==> src/rtl/issue_stage.sv <==
`default_nettype none
// +----------------------------------------------------------------------------+
// | issue_stage: in-order issue buffer with per-register pending scoreboard.   |
// | Optional build macro WB_BYPASS_EN lets a retiring writeback unblock issue. |
// | Revision: 1.0                                                              |
// +----------------------------------------------------------------------------+
module issue_stage #(
  parameter int DEPTH     = 2,
  parameter int PAYLOAD_W = 256,
  parameter int CNT_W     = 2
) (
  input  logic                 clock,
  input  logic                 reset_n,
  input  logic                 in_valid,
  output logic                 in_ready,
  input  logic [4:0]           in_rs1,
  input  logic [4:0]           in_rs2,
  input  logic [4:0]           in_rd,
  input  logic                 in_src1_is_reg,
  input  logic                 in_src2_is_reg,
  input  logic                 in_need_to_wb,
  input  logic [PAYLOAD_W-1:0] in_payload,
  output logic                 out_valid,
  output logic [4:0]           out_rs1,
  output logic [4:0]           out_rs2,
  output logic [4:0]           out_rd,
  output logic                 out_src1_is_reg,
  output logic                 out_src2_is_reg,
  output logic                 out_need_to_wb,
  output logic [PAYLOAD_W-1:0] out_payload,
  input  logic                 mem_stall,
  input  logic                 redirect_valid,
  input  logic                 wb_valid,
  input  logic [4:0]           wb_rd,
  output logic [31:0]          busy_vec
);

  localparam int               PTR_W   = (DEPTH > 1) ? $clog2(DEPTH) : 1;
  localparam logic [PTR_W:0]   DEPTH_C = (PTR_W + 1)'(DEPTH);
  localparam logic [CNT_W-1:0] CNT_MAX = '1;

  typedef struct packed {
    logic [4:0]           rs1;
    logic [4:0]           rs2;
    logic [4:0]           rd;
    logic                 src1_is_reg;
    logic                 src2_is_reg;
    logic                 need_to_wb;
    logic [PAYLOAD_W-1:0] payload;
  } entry_t;

  entry_t           mem_q [DEPTH];
  entry_t           mem_d [DEPTH];
  logic [PTR_W-1:0] head_q, head_d;
  logic [PTR_W-1:0] tail_q, tail_d;
  logic [PTR_W:0]   count_q, count_d;
  logic [CNT_W-1:0] pend_q [32];
  logic [CNT_W-1:0] pend_d [32];
  logic [CNT_W-1:0] pend_eff [32];

  entry_t      head;
  logic        push;
  logic        pop;
  logic        blocked;
  logic [31:0] inc_vec;
  logic [31:0] dec_vec;

  assign head     = mem_q[head_q];
  assign in_ready = (count_q < DEPTH_C);

  // Pending view used only by the hazard check; the bypass build discounts a writer retiring this cycle.
  always_comb begin
    for (int i = 0; i < 32; i++) begin
      pend_eff[i] = pend_q[i];
`ifdef WB_BYPASS_EN
      if (wb_valid && (wb_rd == 5'(i)) && (pend_q[i] != '0)) begin
        pend_eff[i] = pend_q[i] - CNT_W'(1);
      end
`endif
    end
  end

  always_comb begin
    blocked = 1'b0;
    if (head.src1_is_reg && (head.rs1 != 5'd0) && (pend_eff[head.rs1] != '0)) blocked = 1'b1;
    if (head.src2_is_reg && (head.rs2 != 5'd0) && (pend_eff[head.rs2] != '0)) blocked = 1'b1;
    if (head.need_to_wb && (head.rd != 5'd0) && (pend_eff[head.rd] == CNT_MAX)) blocked = 1'b1;
  end

  assign out_valid       = (count_q != '0) && !blocked && !mem_stall && !redirect_valid;
  assign out_rs1         = head.rs1;
  assign out_rs2         = head.rs2;
  assign out_rd          = head.rd;
  assign out_src1_is_reg = head.src1_is_reg;
  assign out_src2_is_reg = head.src2_is_reg;
  assign out_need_to_wb  = head.need_to_wb;
  assign out_payload     = head.payload;

  always_comb begin
    push    = in_valid && in_ready && !redirect_valid;
    pop     = out_valid;
    head_d  = head_q;
    tail_d  = tail_q;
    count_d = count_q;
    for (int i = 0; i < DEPTH; i++) mem_d[i] = mem_q[i];
    if (redirect_valid) begin
      head_d  = tail_q;
      count_d = '0;
    end else begin
      if (push) begin
        mem_d[tail_q] = '{rs1: in_rs1, rs2: in_rs2, rd: in_rd,
                          src1_is_reg: in_src1_is_reg, src2_is_reg: in_src2_is_reg,
                          need_to_wb: in_need_to_wb, payload: in_payload};
        tail_d = tail_q + 1'b1;
      end
      if (pop) head_d = head_q + 1'b1;
      count_d = count_q + (PTR_W + 1)'(push) - (PTR_W + 1)'(pop);
    end
  end

  // x0 is never tracked: bit 0 of both vectors stays clear.
  always_comb begin
    inc_vec = '0;
    dec_vec = '0;
    if (pop && head.need_to_wb && (head.rd != 5'd0)) inc_vec = 32'd1 << head.rd;
    if (wb_valid && (wb_rd != 5'd0))                 dec_vec = 32'd1 << wb_rd;
    for (int i = 0; i < 32; i++) begin
      pend_d[i] = pend_q[i];
      if (inc_vec[i] && !dec_vec[i]) begin
        pend_d[i] = pend_q[i] + CNT_W'(1);
      end else if (dec_vec[i] && !inc_vec[i] && (pend_q[i] != '0)) begin
        pend_d[i] = pend_q[i] - CNT_W'(1);
      end
    end
    pend_d[0] = '0;
  end

  always_comb begin
    busy_vec = '0;
    for (int i = 1; i < 32; i++) busy_vec[i] = (pend_q[i] != '0);
  end

  always_ff @(posedge clock) begin
    if (!reset_n) begin
      head_q  <= '0;
      tail_q  <= '0;
      count_q <= '0;
      for (int i = 0; i < DEPTH; i++) mem_q[i] <= '0;
      for (int i = 0; i < 32; i++)    pend_q[i] <= '0;
    end else begin
      head_q  <= head_d;
      tail_q  <= tail_d;
      count_q <= count_d;
      for (int i = 0; i < DEPTH; i++) mem_q[i] <= mem_d[i];
      for (int i = 0; i < 32; i++)    pend_q[i] <= pend_d[i];
    end
  end

`ifndef SYNTHESIS
  // A writeback with no writer in flight means the backend and scoreboard disagree.
  always_ff @(posedge clock) begin
    if (reset_n && wb_valid && (wb_rd != 5'd0)) begin
      assert (pend_q[wb_rd] != '0);
    end
  end
`endif

endmodule
`default_nettype wire

==> config.mk <==
export PLATFORM = sky130hd
export DESIGN_NAME = issue_stage
export DESIGN_NICKNAME = d
export VERILOG_FILES = /design/src/rtl/issue_stage.sv
export SDC_FILE = /design/constraint.sdc
export NUM_CORES = 2
export LEC_CHECK = 0
export BUFFER_PORTS_ARGS = -buffer_cell sky130_fd_sc_hd__buf_4
export CORE_UTILIZATION = 45
export CTS_CLUSTER_SIZE = 10
export DETAILED_ROUTE_END_ITERATION = 16
export PLACE_DENSITY_LB_ADDON = 0.25
export SYNTH_ARGS = -nofsm -noshare
export SYNTH_HDL_FRONTEND = slang
export SYNTH_SLANG_ARGS = --single-unit
==> constraint.sdc <==
create_clock -name clock -period 3 [get_ports clock]
set_input_delay 0.3 -clock clock [delete_from_list [all_inputs] [get_ports clock]]
set_output_delay 0.3 -clock clock [all_outputs]
set_load 0.01 [all_outputs]
==> flow_metrics.tcl <==
set metrics [dict create \
    syn_to_final_growth_pct 40.8 \
    violations "setup timing" \
    overflow 0 \
    ys_ff_latch 615 \
    drive_gt1_share_pct 27.4 \
    final_core_util_pct 64.4 \
    path_clk_slew_ns 0.06 \
    ctsLongestPathBuffers 3 \
    grt_pass1_vias 27005 \
    wl_um 97600 \
    portBuffers 591 \
    synth-async-reset-ratio_pct 0 \
    p_seq_share_pct 44.1 \
    fin_skew_ns 0.0266 \
    synth_top_family_by_area "simple AND/OR/NAND/NOR gates" \
    grt_pass1_wl_um 149000 \
    path_max_fanout 14 \
    cts_made_buffers 73 \
    synth_cells 3527 \
    vdd_drop_max_mv 0.408 \
    cp_slowest_cell "dfxtp_4" \
    min_path_type "in -> reg" \
    min_from "wb_rd[2]" \
    max-cap-violations 0 \
    synth_fa_ha_area_share_pct 0.0901 \
    slew_headroom_pct 41.3 \
    crit_buf_inv 5 \
    synth.avg_cell_area_um2 7.88 \
    wire_per_inst_um 18.8 \
    drc 0 \
    synth_edf_count 0 \
    synth_cell_types 84 \
    vias_per_cell 5.44 \
    swShare_pct 25.9 \
    die_height_um 250 \
    cp-end-kind "primary output" \
    dp_cells 4785 \
    status "finished, violations left" \
    root_buffer "clkbuf_16" \
    internal_power_mw 14.4 \
    initial_core_util_pct 45.8 \
    reg2reg_depth 16 \
    ys.flop_type "dfxtp_1" \
    grt_usage_pct 29.6 \
    finalSetupViolCount 5 \
    drtIter0Drc 2191 \
    whs_path_depth 5 \
    netlist_area_um2 27800 \
    core_um2 60700 \
    powerDensity_nw_per_um2 497 \
    rows 90 \
    ioPinCount 593 \
    min_period_ns 3.15 \
    path_cells "buf_12 -> mux2i_4 -> buf_2 -> and3_1 -> a31oi_2 -> o22ai_2 -> a211oi_2 -> buf_4 -> o22ai_4 -> nor2_4 -> buf_6 -> buf_6" \
    synthSimpleGateAreaFrac_pct 23.0 \
    ys_warn_count 0 \
    worstMarginPinSlew_ns 0.881 \
    p_comb_share_pct 13.9 \
    final_cells 5195 \
    num_vias 28280 \
    reg2reg_to "count_q[1]" \
    p_leak_nw 15.6 \
    grt_start_max_net_pins 134 \
    hold_end "pend_q[0][21]" \
    cts_tree "done" \
    p_sw_mw 5.04 \
    die_x_um 250 \
    antenna_found_initial 13 \
    cp_data_required_time_ns 2.70 \
    clkSinkCount 615 \
    startpoint_type "register" \
    synth_xor_xnor_area_share_pct 0.284 \
    crit_type "reg -> out" \
    crit_top_cell "buf_6" \
    fp.dieArea_um2 62700 \
    holdWs_ns 0.129 \
    synth-compound-area-share_pct 15.4 \
    place_congestion 0.999 \
    slowest_delay_ns 0.39 \
    rsz0062_at_grt "true" \
    rrSetupSlack_ns -0.08 \
    fin_crit_sh_pct 105 \
    cts_max_level 3 \
    finalHoldViolCount 0 \
    antenna_left 0 \
    clockPowerShare_pct 42.0 \
    nets 4666 \
    layout_setup_ws_ns -0.152 \
    cp.arrival_ns 2.85 \
    path_delay_family "buffers and inverters" \
    insertion_delay_ns 0.62 \
    place_hpwl_um 64400 \
    synth.net_count 3814 \
    seq_area_frac_synth_pct 44.3 \
    drv_slew 0 \
    fmax_mhz 317 \
    preCtsSetupSlack_ns -0.0602 \
    dr.pass1.iters 7 \
    synthMuxAreaShare_pct 12.3 \
]
synth_stat cells (all sizes together) (3+ instances only):
cell type / instances / area, µm²
a221oi: 4 / 41.3
or2: 15 / 93.9
mux2: 271 / 3060
o21a: 11 / 82.6
or3: 9 / 61.3
a21bo: 3 / 30.0
clkbuf: 225 / 845
a22o: 3 / 26.3
o21ai: 36 / 180
a21o: 8 / 60.1
a22oi: 3 / 22.5
a211o: 4 / 35.0
o31ai: 4 / 35.0
nand3: 37 / 185
a32oi: 3 / 26.3
nand3b: 4 / 30.0
nor2: 93 / 354
a311oi: 3 / 26.3
and2: 9 / 58.8
mux2i: 32 / 348
and3b: 4 / 35.0
a221o: 3 / 30.0
xnor2: 6 / 52.6
o221ai: 7 / 61.3
nor4: 23 / 208
o22ai: 3 / 18.8
a21oi: 565 / 2830
buf: 37 / 272
nand4: 15 / 93.8
and3: 21 / 131
nor2b: 11 / 68.8
nor3b: 7 / 57.6
nor3: 49 / 250
a211oi: 19 / 148
o2bb2ai: 3 / 26.3
nand2b: 10 / 62.6
o31a: 8 / 70.1
nand4b: 13 / 114
xor2: 3 / 26.3
inv: 46 / 173
nand2: 1206 / 4530
a31oi: 15 / 93.8
o211ai: 39 / 303
dfxtp: 615 / 12300
layout make-up:
class	instances	area, µm²
sequential	615	12300
tap	782	978
fill	5038	21600
clock inverter	9	194
timing repair buffer	1038	8920
clock buffer	86	1930
inverter	46	180
multi-input combinational	2605	14500
antenna	14	35.0
routing by layer:
| metal | part of all wire [%] | vias to the layer above | global-route usage [%] |
|---|---|---|---|
| met1 | 40 | 13235 | 36.3 |
| met3 | 6.7 | 318 | 5.87 |
| met5 | 0.046 | - | 0 |
| met2 | 47 | 1126 | 49.2 |
| li1 | - | 13595 | - |
| met4 | 5.5 | 6 | 15.4 |
logic make-up (layout without fill, tap and decap cells):
kind of cell	Yosys count	in the layout
DFF	615	615
buffers and inverters	308	1179
xor gates and xnor gates	9	9
adders and majority gates	2	2
AOI/OAI and AO/OA	758	758
other	1	15
and+or+nand+nor	1531	1531
muxes	303	304
stage by stage:
stage	area (µm²)	total power, mW	TNS, ns
after floorplan	27800	9.90	0
after global routing	39100	20.1	-2.52
after CTS	38800	19.5	-0.259
after detailed placement	33600	11.0	-0.0602
final	39100	19.4	-0.366
after global placement	33600	11.0	-0.00910
power groups by stage:
stage | Combinational, mW | Sequential (mW) | Clock [mW]
finish | 2.71 | 8.56 | 8.15
global route | 2.88 | 8.59 | 8.59
CTS | 2.64 | 8.56 | 8.26
detailed placement | 2.27 | 8.73 | 0
global placement | 2.25 | 8.73 | 0
floorplan | 1.22 | 8.69 | 0
flip-flops by register name, indices dropped and copies added (netlist names), named ones only:
register and cells:
tail_q 1, head_q 1, count_q 2, pend_q 62
mem_q 548
worst max path at each step:
| stage | from | endpoint | slack, ns | cells after the start |
|---|---|---|---|---|
| final | register | out_valid | -0.15 | 12 |
| after global routing | register | out_valid | -0.28 | 12 |
| after CTS | register | out_valid | -0.16 | 12 |
| after detailed placement | register | count_q[1] | -0.06 | 16 |
| after global placement | register | count_q[1] | -0.009 | 15 |
| after floorplan | register | count_q[1] | 0.001 | 16 |
cell usage in the layout, fill, tap and decap left out, types with 41 or more instances in the layout:
cell type and count:
nor3_1 47, dlygate4sd3_1 275, inv_1 41, mux2_2 267, nor2_1 88, dfxtp_1 614
buf_4 720, clkbuf_16 74, a21oi_1 564, nand2_1 1201
worst register-to-register path, delay by kind of cell, from the launching register on:
| kind | cells | cell delay (ns) |
|---|---|---|
| mux | 3 | 0.62 |
| simple gates | 4 | 0.49 |
| flops | 1 | 0.43 |
| fa+ha+maj | 2 | 0.42 |
| xor+xnor | 2 | 0.28 |
| compound gates | 2 | 0.38 |
| buf+inv | 3 | 0.32 |
repair_timing:
| action | 4_1_cts | 5_1_grt |
|---|---|---|
| resized for setup | 34 | 42 |
| setup endpoints to repair | 41 | 110 |
| setup buffers | 17 | 6 |
| hold buffers | 275 | 0 |
| pin swaps | 25 | 13 |
| gates cloned | 2 | 2 |
| hold endpoints to repair | 549 | 0 |
No activity file was read; power rests on OpenSTA's default activity.
